### config.mk
export PLATFORM = sky130hd
export DESIGN_NAME = cpu_instruction_prefetch
export DESIGN_NICKNAME = d
export VERILOG_FILES = /design/src/rtl/cpu_instruction_prefetch.sv
export SDC_FILE = /design/constraint.sdc
export NUM_CORES = 1
export LEC_CHECK = 0
export CORE_MARGIN = 4
export CORE_UTILIZATION = 46
export DETAILED_ROUTE_END_ITERATION = 10
export PLACE_DENSITY = 0.74
export SLEW_MARGIN = 40
export SYNTH_ARGS = -nofsm -noshare
export SYNTH_HDL_FRONTEND = slang
export SYNTH_SLANG_ARGS = --single-unit
### constraint.sdc
create_clock -name CLK -period 2.9 [get_ports CLK]
set_clock_uncertainty 0.2 [all_clocks]
set_input_delay 0.435 -clock CLK [delete_from_list [all_inputs] [get_ports CLK]]
set_output_delay 0.435 -clock CLK [all_outputs]
set_load 0.01 [all_outputs]
### src/rtl/cpu_instruction_prefetch.sv
// Instruction prefetcher: fetches sequential words from memory into the instruction FIFO using credits.
// Optional perf counters (stall_cycles, flush_count) are built when PREFETCH_PERF_COUNTERS_EN is defined.
module cpu_instruction_prefetch #(
  parameter int unsigned FIFO_DEPTH_BITS = 4,
  parameter int unsigned MAX_OUTSTANDING = 2,
  parameter logic [15:0] PC_RESET        = 16'h0000
) (
  input  logic        CLK,
  input  logic        RSTb,
  input  logic        enable,
  input  logic        load_pc,
  input  logic [15:0] new_pc,
  output logic        mem_request,
  output logic [15:0] mem_addr,
  input  logic        mem_grant,
  input  logic        mem_valid,
  input  logic [15:0] mem_data,
  output logic        fifo_wr,
  output logic [31:0] fifo_data,
  input  logic        fifo_rd,
  output logic        fifo_flush
`ifdef PREFETCH_PERF_COUNTERS_EN
  ,
  output logic [15:0] stall_cycles,
  output logic [7:0]  flush_count
`endif
);

  localparam int unsigned OCC_W   = FIFO_DEPTH_BITS + 1;
  localparam int unsigned OUT_W   = $clog2(MAX_OUTSTANDING + 1);
  localparam int unsigned SUM_W   = OCC_W + OUT_W;
  localparam int unsigned CREDITS = 1 << FIFO_DEPTH_BITS;

  typedef enum logic [1:0] {IDLE, FETCH, FLUSH} state_e;

  state_e             state_q, state_d;
  logic [15:0]        fetch_pc_q, fetch_pc_d;
  logic [15:0]        resp_pc_q, resp_pc_d;
  logic [OCC_W-1:0]   occ_q, occ_d;
  logic [OUT_W-1:0]   outst_q, outst_d;
  logic [OUT_W-1:0]   discard_q, discard_d;
  logic               fifo_wr_q, fifo_wr_d;
  logic [31:0]        fifo_data_q, fifo_data_d;
  logic               fifo_flush_q, fifo_flush_d;

  logic               grant;
  logic               redirect;
  logic               accept;
  logic               rd_ok;
  logic               rsp_ret;
  logic [OUT_W-1:0]   outst_after;

  // Credits cover both FIFO entries and responses still in flight.
  assign mem_request = (state_q == FETCH) && enable && !load_pc &&
                       (outst_q < OUT_W'(MAX_OUTSTANDING)) &&
                       ((SUM_W'(occ_q) + SUM_W'(outst_q)) < SUM_W'(CREDITS));
  assign mem_addr    = fetch_pc_q;
  assign fifo_wr     = fifo_wr_q;
  assign fifo_data   = fifo_data_q;
  assign fifo_flush  = fifo_flush_q;

  assign grant       = mem_request && mem_grant;
  assign redirect    = load_pc && (state_q != IDLE);
  assign accept      = mem_valid && (discard_q == '0) && !load_pc;
  assign rd_ok       = fifo_rd && (occ_q != '0);
  assign rsp_ret     = mem_valid && (outst_q != '0);
  assign outst_after = outst_q - OUT_W'(rsp_ret);

  always_comb begin
    state_d      = state_q;
    fetch_pc_d   = fetch_pc_q;
    resp_pc_d    = resp_pc_q;
    occ_d        = occ_q + OCC_W'(accept) - OCC_W'(rd_ok);
    outst_d      = outst_after + OUT_W'(grant);
    discard_d    = discard_q;
    fifo_wr_d    = accept;
    fifo_data_d  = fifo_data_q;
    fifo_flush_d = redirect;

    if (accept) begin
      fifo_data_d = {resp_pc_q, mem_data};
      resp_pc_d   = resp_pc_q + 16'd1;
    end
    if (grant) begin
      fetch_pc_d = fetch_pc_q + 16'd1;
    end
    if (mem_valid && (discard_q != '0)) begin
      discard_d = discard_q - OUT_W'(1);
    end

    case (state_q)
      IDLE: begin
        if (load_pc) begin
          fetch_pc_d = new_pc;
          resp_pc_d  = new_pc;
        end else if (enable) begin
          state_d = FETCH;
        end
      end
      FLUSH: begin
        if (discard_d == '0) state_d = FETCH;
      end
      default: ;
    endcase

    // Redirect: everything still in flight belongs to the old stream and is dropped.
    if (redirect) begin
      fetch_pc_d = new_pc;
      resp_pc_d  = new_pc;
      occ_d      = '0;
      discard_d  = outst_after;
      state_d    = (outst_after != '0) ? FLUSH : FETCH;
      fifo_wr_d  = 1'b0;
    end
  end

  always_ff @(posedge CLK or negedge RSTb) begin
    if (!RSTb) begin
      state_q      <= IDLE;
      fetch_pc_q   <= PC_RESET;
      resp_pc_q    <= PC_RESET;
      occ_q        <= '0;
      outst_q      <= '0;
      discard_q    <= '0;
      fifo_wr_q    <= 1'b0;
      fifo_data_q  <= '0;
      fifo_flush_q <= 1'b0;
    end else begin
      state_q      <= state_d;
      fetch_pc_q   <= fetch_pc_d;
      resp_pc_q    <= resp_pc_d;
      occ_q        <= occ_d;
      outst_q      <= outst_d;
      discard_q    <= discard_d;
      fifo_wr_q    <= fifo_wr_d;
      fifo_data_q  <= fifo_data_d;
      fifo_flush_q <= fifo_flush_d;
    end
  end

`ifdef PREFETCH_PERF_COUNTERS_EN
  logic [15:0] stall_q;
  logic [7:0]  flush_cnt_q;
  logic        stall_inc;

  // A stall is a cycle where fetching is wanted but credits or the outstanding limit block it.
  assign stall_inc    = (state_q == FETCH) && enable && !load_pc && !mem_request;
  assign stall_cycles = stall_q;
  assign flush_count  = flush_cnt_q;

  always_ff @(posedge CLK or negedge RSTb) begin
    if (!RSTb) begin
      stall_q     <= '0;
      flush_cnt_q <= '0;
    end else begin
      if (stall_inc && (stall_q != '1)) stall_q <= stall_q + 16'd1;
      if (load_pc && (flush_cnt_q != '1)) flush_cnt_q <= flush_cnt_q + 8'd1;
    end
  end
`endif

endmodule

# Word level (Yosys, flattened, before mapping)
# Cells that the tools add are included.
# W data, S select, Z words.
dict set report totals {
  register_bits 77
  input_bits 39
  elab_cells 64
}
dict set report op_classes {
  n_addsub 8
  n_lt_le_gt_ge 2
  eq_ne 5
  muxes 18
  n_reduce_logical 22
}
# cell n
set op_table {}
lappend op_table {{$mux W16} 8}
lappend op_table {{$add A16 B1 Y16 const B} 2}
lappend op_table {{$mux W2} 7}
lappend op_table {{$logic_and A1 B1 Y1} 11}
lappend op_table {{$ne A3 B3 Y1 const B} 3}
lappend op_table {{$reduce_bool A2 Y1} 4}
lappend op_table {{$add A5 B2 Y6} 1}
lappend op_table {{$logic_not A2 Y1} 3}
lappend op_table {{$lt A6 B5 Y1 const B} 1}
lappend op_table {{$add A5 B1 Y5} 1}
lappend op_table {{$mux W5} 1}
lappend op_table {{$reduce_bool A5 Y1} 1}
lappend op_table {{$sub A5 B1 Y5} 1}
lappend op_table {{$pmux W2 S2} 1}
lappend op_table {{$reduce_and A4 Y1} 1}
lappend op_table {{$reduce_bool A3 Y1} 1}
lappend op_table {{$add A2 B1 Y2} 1}
lappend op_table {{$eq A2 B1 Y1 const B} 1}
lappend op_table {{$eq A2 B2 Y1 const B} 1}
lappend op_table {{$lt A2 B2 Y1 const B} 1}
lappend op_table {{$sub A2 B1 Y2} 1}
lappend op_table {{$sub A2 B1 Y2 const B} 1}
lappend op_table {{$logic_not A1 Y1} 1}
lappend op_table {{$mux W1} 1}

# Longest topological paths before layout
# Gate-level depths: netlist of run 1.
dict set report depth {
  ltp_word 10
  ltp_mapped 15
  ltp_nobuf 13
}

# Worst setup path after synthesis of run 1
# OpenSTA, ideal clock, no wires.
dict set report synth_path {
  kind {register -> register}
  startpoint {register discard_q[0]}
  endpoint {register occ_q[4]}
  setup_ps 126
  t_arrival_ps 2617
  required_time_ps 2574
  slack_ps -43
  path_stages_with_launch 16
  period_less_slack_ps 2943
  path_cell_list {dfrtp_1 -> inv_1 -> ha_1 -> and3b_1 -> buf_4 -> inv_2 -> clkbuf_1 -> ha_1 -> inv_1 -> ha_1 -> inv_1 -> fa_1 -> nand2b_1 -> a21oi_1 -> or3_1 -> a21oi_1}
}
dict set report synth_via {
  elab_chain_len 6
}
# item line
set synth_lines {}
lappend synth_lines {{start, declared} 41} ;# logic [OUT_W-1:0] discard_q, discard_d;
lappend synth_lines {{start signal, assigned} 134} ;# discard_q <= discard_d;
lappend synth_lines {{$logic_not A2 Y1} 64} ;# assign accept = mem_valid && (discard_q == '0) && !load_pc;
lappend synth_lines {{$logic_and A1 B1 Y1 (2 in series)} 64}
lappend synth_lines {{$add A5 B1 Y5} 73} ;# occ_d = occ_q + OCC_W'(accept) - OCC_W'(rd_ok);
lappend synth_lines {{$sub A5 B1 Y5} 73}
lappend synth_lines {{$mux W5} 107} ;# if (redirect) begin
lappend synth_lines {{named net occ_d[4]} 39} ;# logic [OCC_W-1:0] occ_q, occ_d;
lappend synth_lines {{end signal, assigned} 122} ;# occ_q <= '0;
lappend synth_lines {{end signal, assigned} 132} ;# occ_q <= occ_d;
lappend synth_lines {{end, declared} 39}
# The timed path passes the listed nets, and every way through them passes these cells.
# A chain may end at the register's enable or synchronous reset.

# Worst setup path after layout of run 1
# Same ends and word-level chain as after synthesis.

==> metrics, run 1 <==
status completed; syn nets 490; crit path from discard_q[0]; Final Cell Area 0.00533 mm2; Worst Path Arrival 2.78 ns; Setup Buffers After CTS 0; CP max-delay cell dfrtp_1; Clk Latency, worst-skew pair 0.35 ns; final count of hold timing violations 0; worst slew pin tran 0.699 ns; Starting Density 47.7%; vias 3635; PwrDens 874 mW/mm2; final global-route overflow total 0; antenna cell count 0; final core utilization 64.6%; Period minus WS final 2.71 ns; gr usage total 20.8%; setup violators final 0; LEAKAGE 2.33 nW; initial antenna violation count 0; final wirelength 10300 um; Peak supply drop 0.000420 V; largest net degree at the start of global routing 78; Yosys cell types 48; DRC 0; #FFs+latches synth 77; Routed Antenna Nets 0; worst min-delay path startpoint fifo_data[6]; number of synthesized flops with an enable pin 0; fill count 701; Rows 33; Num CTS Buffers 9; Layout area overhead 35.4%; Max Cap Viol 0; CTS tree yes; H-tree depth 3; Slew Viols, Final 0; DR WL/cell 15.9 um; clk sinks 77; period utilisation layout 93.3%; R2R setup slack 0.19 ns; Setup crit start kind flop; DP HPWL 7400 um; Core ar. 0.00826 mm2; post-synth top area share 48.9%; Post-Syn Area 0.00394 mm2; total power 4.66 mW; WP data required 2.97 ns; DP Area 0.00504 mm2; setup TNS 0 ns; slowest stage delay, CP 0.41 ns; CTS clock-pin slew for the worst setup and hold paths 0.08 ns; Synth Warn # 0; Setup CP Type reg2reg; Slew HR 53.4%; top cells by area, synth dfrtp_1 (49%), nand2_1 (10%), ha_1 (4.4%); die area 0.0101 mm2; cell taking the most area after synthesis dfrtp_1; vias in the first global route 3456; worst-path maximum fanout 5; post-synthesis async set-or-reset flop share 100%; first-pass GRT wire length 16700 um; Root Buffer clkbuf_8; TritonRoute pass-1 iters 5; CP Cell Sequence inv_2, ha_4, and3b_1, inv_2, ha_1, inv_1, ha_1, inv_1, fa_1, nand2b_1, a21oi_2, o21ai_0, a21oi_1; Post-Syn Instances 436; Iter 0 DRT Violations 142; Main synth FF type dfrtp_1; Worst Setup End Kind flop; GP Congestion 0.866; fmax 370 MHz; I/O pin total 90; final layout net count 592; hold crit path type reg2reg; layout cell share with drive strength beyond 1 7.37%; unrepaired setup endpoints after global routing false; PortBufs 89; Die X 101 um; Seq/Total Area, Yosys 48.9%; Avg Inst Size Synth 9.03 um2; clock buffer depth 2; post-DR vias/cell 5.61; chip height 101 um; R2R Path Start discard_q[0]
where the power goes:
part,switching (mW),leakage [nW],internal (mW)
clock network,0.403,0.123,0.659
logic,0.946,1.29,0.963
registers,0.269,0.920,1.42
total,1.62,2.33,3.04
placed cells by master (no fill, tap or decap), types with 8 or more instances in the layout:
cell / count
clkdlybuf4s50_1: 87
nand2_1: 107
nand3_1: 12
nand4_1: 8
dfrtp_1: 77
a31oi_1: 13
ha_1: 13
a21oi_1: 13
nor4_1: 8
inv_1: 19
o21ai_0: 13
clkbuf_8: 9
buf_4: 18
nor2_1: 29
worst max-delay path, delay by kind of cell (launching register included):
| kind | cells | cell delay [ns] |
|---|---|---|
| adder cells (fa/ha/maj) | 4 | 0.98 |
| AO/OA/AOI/OAI | 3 | 0.39 |
| buffers and inverters | 4 | 0.29 |
| AND/OR/NAND/NOR | 2 | 0.36 |
| flip-flops | 1 | 0.41 |
sequential cells by signal, indices dropped and copies added (netlist names):
register / flops
mem_addr: 16
fifo_flush: 1
discard_q: 2
state_q: 2
outst_q: 2
occ_q: 5
fifo_data: 32
fifo_wr: 1
resp_pc_q: 16
metal layers:
layer  wire [um]  GRT usage [%]
met5           0              0
met3         584           4.36
met2        4900           32.9
met4         176           6.94
met1        4610           28.7
per-stage QoR:
step	hold WS, ns	std cells	worst slack, ns
after global routing	0.310	648	0.00104
final	0.274	648	0.194
after CTS	0.280	648	0.105
after global placement	0.256	631	-0.0298
after floorplan	-0.0606	436	0.0803
after detailed placement	0.261	631	-0.0903
cell families after synthesis:
family                     count (synthesis)  synth area share [%]
adders and majority gates                 15                  4.96
xor gates and xnor gates                  11                  2.45
muxes                                      1                 0.254
buffers and inverters                     39                  3.84
and+or+nand+nor                          212                  25.4
AOI/OAI and AO/OA                         81                  14.1
DFF                                       77                  48.9
worst paths after layout:
kind,end,cells past startpoint
worst max register to register,occ_q[4],13
max in group asynchronous,resp_pc_q[14],2
worst min-delay path,fifo_data[6],2
worst min register to register,fifo_data[6],2
min in group asynchronous,fifo_flush,2
worst max-delay path,occ_q[4],13
synth_stat cells, drive strengths merged (2+ instances only):
library cell and count:
nand2 107, dfrtp 77, nor2 29, inv 21, a21oi 14, clkbuf 14
ha 14, a31oi 13, o21ai 13, nand3 12, nand4 8, nor4 8
and4 7, nor3 7, o31ai 7, or3 7, or4 7, xnor2 7
a211oi 6, a311oi 6, o31a 6, nor2b 5, and3 4, buf 4
xor2 4, and2 3, nand2b 3, a21o 2, nor3b 2, o211ai 2
o21a 2, o311a 2, o311ai 2
timing repair:
| item | 4_1_cts | 5_1_grt |
|---|---|---|
| setup endpoints to repair | 1 | 1 |
| hold buffers | 1 | 0 |
| gates resized for setup | 1 | 4 |
| endpoints found under the hold margin | 77 | 0 |
final cells by class:
class / count / area [um2] / share of cell area [%]
clock buffer: 10 / 128 / 2.39
timing repair buffer: 109 / 1060 / 19.8
sequential: 77 / 1930 / 36.1
clock inverter: 6 / 135 / 2.53
inverter: 21 / 78.8 / 1.48
multi-input combinational: 320 / 1880 / 35.2
tap: 105 / 131 / 2.46
(Power assumes the default switching activity.)
==> run 2, diff against run 1 <==
--- a/config.mk
+++ b/config.mk
@@ -9,6 +9,7 @@
 export CORE_UTILIZATION = 46
 export DETAILED_ROUTE_END_ITERATION = 10
 export PLACE_DENSITY = 0.74
+export REMOVE_ABC_BUFFERS = 1
 export SLEW_MARGIN = 40
 export SYNTH_ARGS = -nofsm -noshare
 export SYNTH_HDL_FRONTEND = slang
==> constraint.sdc (replaced) <==
create_clock -name CLK -period 2.9 [get_ports CLK]
set_clock_uncertainty 0.2 [all_clocks]
set_input_delay 0.435 -clock CLK [delete_from_list [all_inputs] [get_ports CLK]]
set_output_delay 0.435 -clock CLK [all_outputs]
set_load 0.05 [all_outputs]
==> metrics, run 2 (synthesis gave the netlist of run 1 again) <==
antenna cell count 0 (unchanged); switch share 43.1% (+8.4 points); largest net degree at the start of global routing 78 (unchanged); Core ar. 0.00826 mm2 (unchanged); Routed Antenna Nets 0 (unchanged); fmax 361 MHz (-2.3%); Slew Viols, Final 0 (unchanged); vias in the first global route 3434 (-0.64%); Layout area overhead 33.8%; CTS clock-pin slew for the worst setup and hold paths 0.07 ns (about the same); Resize count post-CTS 0 (-1); Starting Density 47.7% (unchanged); Worst Path Arrival 2.14 ns (-0.64 ns); Setup crit start kind primary input; top layer reached by signal wires met4; clock share of power 19.9% (-2.9 points); worst slack, placed -0.0898 ns (+0.000543 ns); CTS tree yes; Die X 101 um (unchanged); GP Congestion 0.873 (+0.82%); Max Cap Viol 0 (unchanged); Worst Setup End Kind primary output; WL met2 4680 um (-4.5%); post-DR vias/cell 5.62 (+0.17%); layout cell share with drive strength beyond 1 5.78% (-1.6 points); Root Buffer clkbuf_8; final wirelength 9710 um (-5.5%); fill count 717 (+2.3%); final core utilization 63.8% (-0.77 points); Clk Latency, worst-skew pair 0.34 ns (about the same); DR WL/cell 15.1 um (-4.5%); gr usage total 19.7% (-1.1 points); initial antenna violation count 0 (unchanged); die area 0.0101 mm2 (unchanged); Rows 33 (unchanged); Largest register FFs 32 (unchanged); I/O pin total 90 (unchanged); Slew HR 52.6% (-0.79 points); final layout net count 586 (-1.0%); Peak supply drop 0.000392 V (-6.6%); Sequential Power Share 31.7% (-4.5 points); unrepaired setup endpoints after global routing false; Post-CTS Hold Fix Bufs 1 (unchanged); met3 WL 569 um (-2.6%); Gate power share 48.4% (+7.4 points); total power 5.31 mW (+14%); Period minus WS final 2.77 ns (+0.0648 ns); PwrDens 1010 mW/mm2 (+15%); most frequent cells in the layout nand2_1 (107), clkdlybuf4s50_1 (87), dfrtp_1 (77), nor2_1 (29), inv_1 (20); internal power 3.02 mW (-0.66%); first-pass GRT wire length 16000 um (-4.0%); worst slew pin tran 0.711 ns (+0.0118 ns); WP data required 2.27 ns (-0.70 ns); LEAKAGE 2.31 nW (-1.1%); DRC 0 (unchanged); Iter 0 DRT Violations 191 (+35%); most common cell after layout, fill and taps aside nand2_1; worst-path maximum fanout 31 (+26); PortBufs 89 (unchanged); Setup CP Type in2out; Setup Buffers After CTS 0 (unchanged); Num CTS Buffers 9 (unchanged); clock buffer depth 2 (unchanged); DP HPWL 6970 um (-5.8%); status completed; setup violators final 0 (unchanged); hold crit path type reg2reg; final count of hold timing violations 0 (unchanged); H-tree depth 3 (unchanged); clk sinks 77 (unchanged); period utilisation layout 95.5% (+2.2 points); P_sw 2.29 mW (+42%); post-route setup slack 0.129 ns (-0.0648 ns); chip height 101 um (unchanged); TritonRoute pass-1 iters 5 (unchanged); M1 WL 4330 um (-6.1%); vias 3602 (-0.91%); worst hold slack 0.274 ns (+0.000892 ns); setup TNS 0 ns (unchanged); final global-route overflow total 0 (unchanged)
[run 2: cell types whose count changed in the layout (fill, tap and decap cells not counted), sizes merged]
cell / previous run / this run
buf: 20 / 15
clkinvlp: 2 / 0
clkbuf: 10 / 11
dlygate4sd2: 1 / 0
[run 2: worst paths after layout]
kind / from / endpoint / slack [ns] / cells past startpoint
setup / recovery: load_pc / mem_request / 0.13 / 6
hold / removal: fifo_data[18] / fifo_data[18] / 0.27 / 2
setup reg to reg: discard_q[0] / occ_q[4] / 0.17 / 13
hold reg to reg: fifo_data[18] / fifo_data[18] / 0.27 / 2
max in group asynchronous: RSTb / resp_pc_q[11] / 1.48 / 2
min in group asynchronous: RSTb / fifo_data[7] / 0.51 / 2
[run 2: metrics by stage]
stage | instance area [um2] | instances
final | 5270 | 641
after global routing | 5270 | 641
after CTS | 5270 | 641
after detailed placement | 5000 | 625
after global placement | 4990 | 625
after floorplan | 3870 | 418
[run 2: worst max-delay path, stage by stage]
cell,delay [ns]
clkdlybuf4s50_1,0.48
buf_4,0.27
and4bb_1,0.34
nand2_1,0.19
nor2_1,0.25
buf_12,0.17
[run 2: power by group through the flow]
stage / sequential, mW / clock (mW) / combinational (mW)
floorplan: 2.50 / 0 / 0.890
global placement: 1.68 / 0 / 2.53
detailed placement: 1.70 / 0 / 2.58
CTS: 1.68 / 1.08 / 2.60
global route: 1.74 / 1.13 / 2.78
finish: 1.68 / 1.06 / 2.57
[run 2: layout make-up]
type | count | area [um2] | area share [%]
clock buffers | 11 | 141 | 2.68
clock inverters | 4 | 120 | 2.28
inverters | 21 | 78.8 | 1.50
multi-input cells | 320 | 1860 | 35.3
flip-flops and latches | 77 | 1930 | 36.6
well taps | 105 | 131 | 2.49
repair buffers | 103 | 1010 | 19.2
[run 2: per-layer routing]
metal / GRT usage [%] / vias to the layer above
met5: 0 / -
met3: 3.94 / 10
met1: 26.7 / 1732
met2: 31.8 / 116
li1: - / 1744
met4: 6.42 / 0
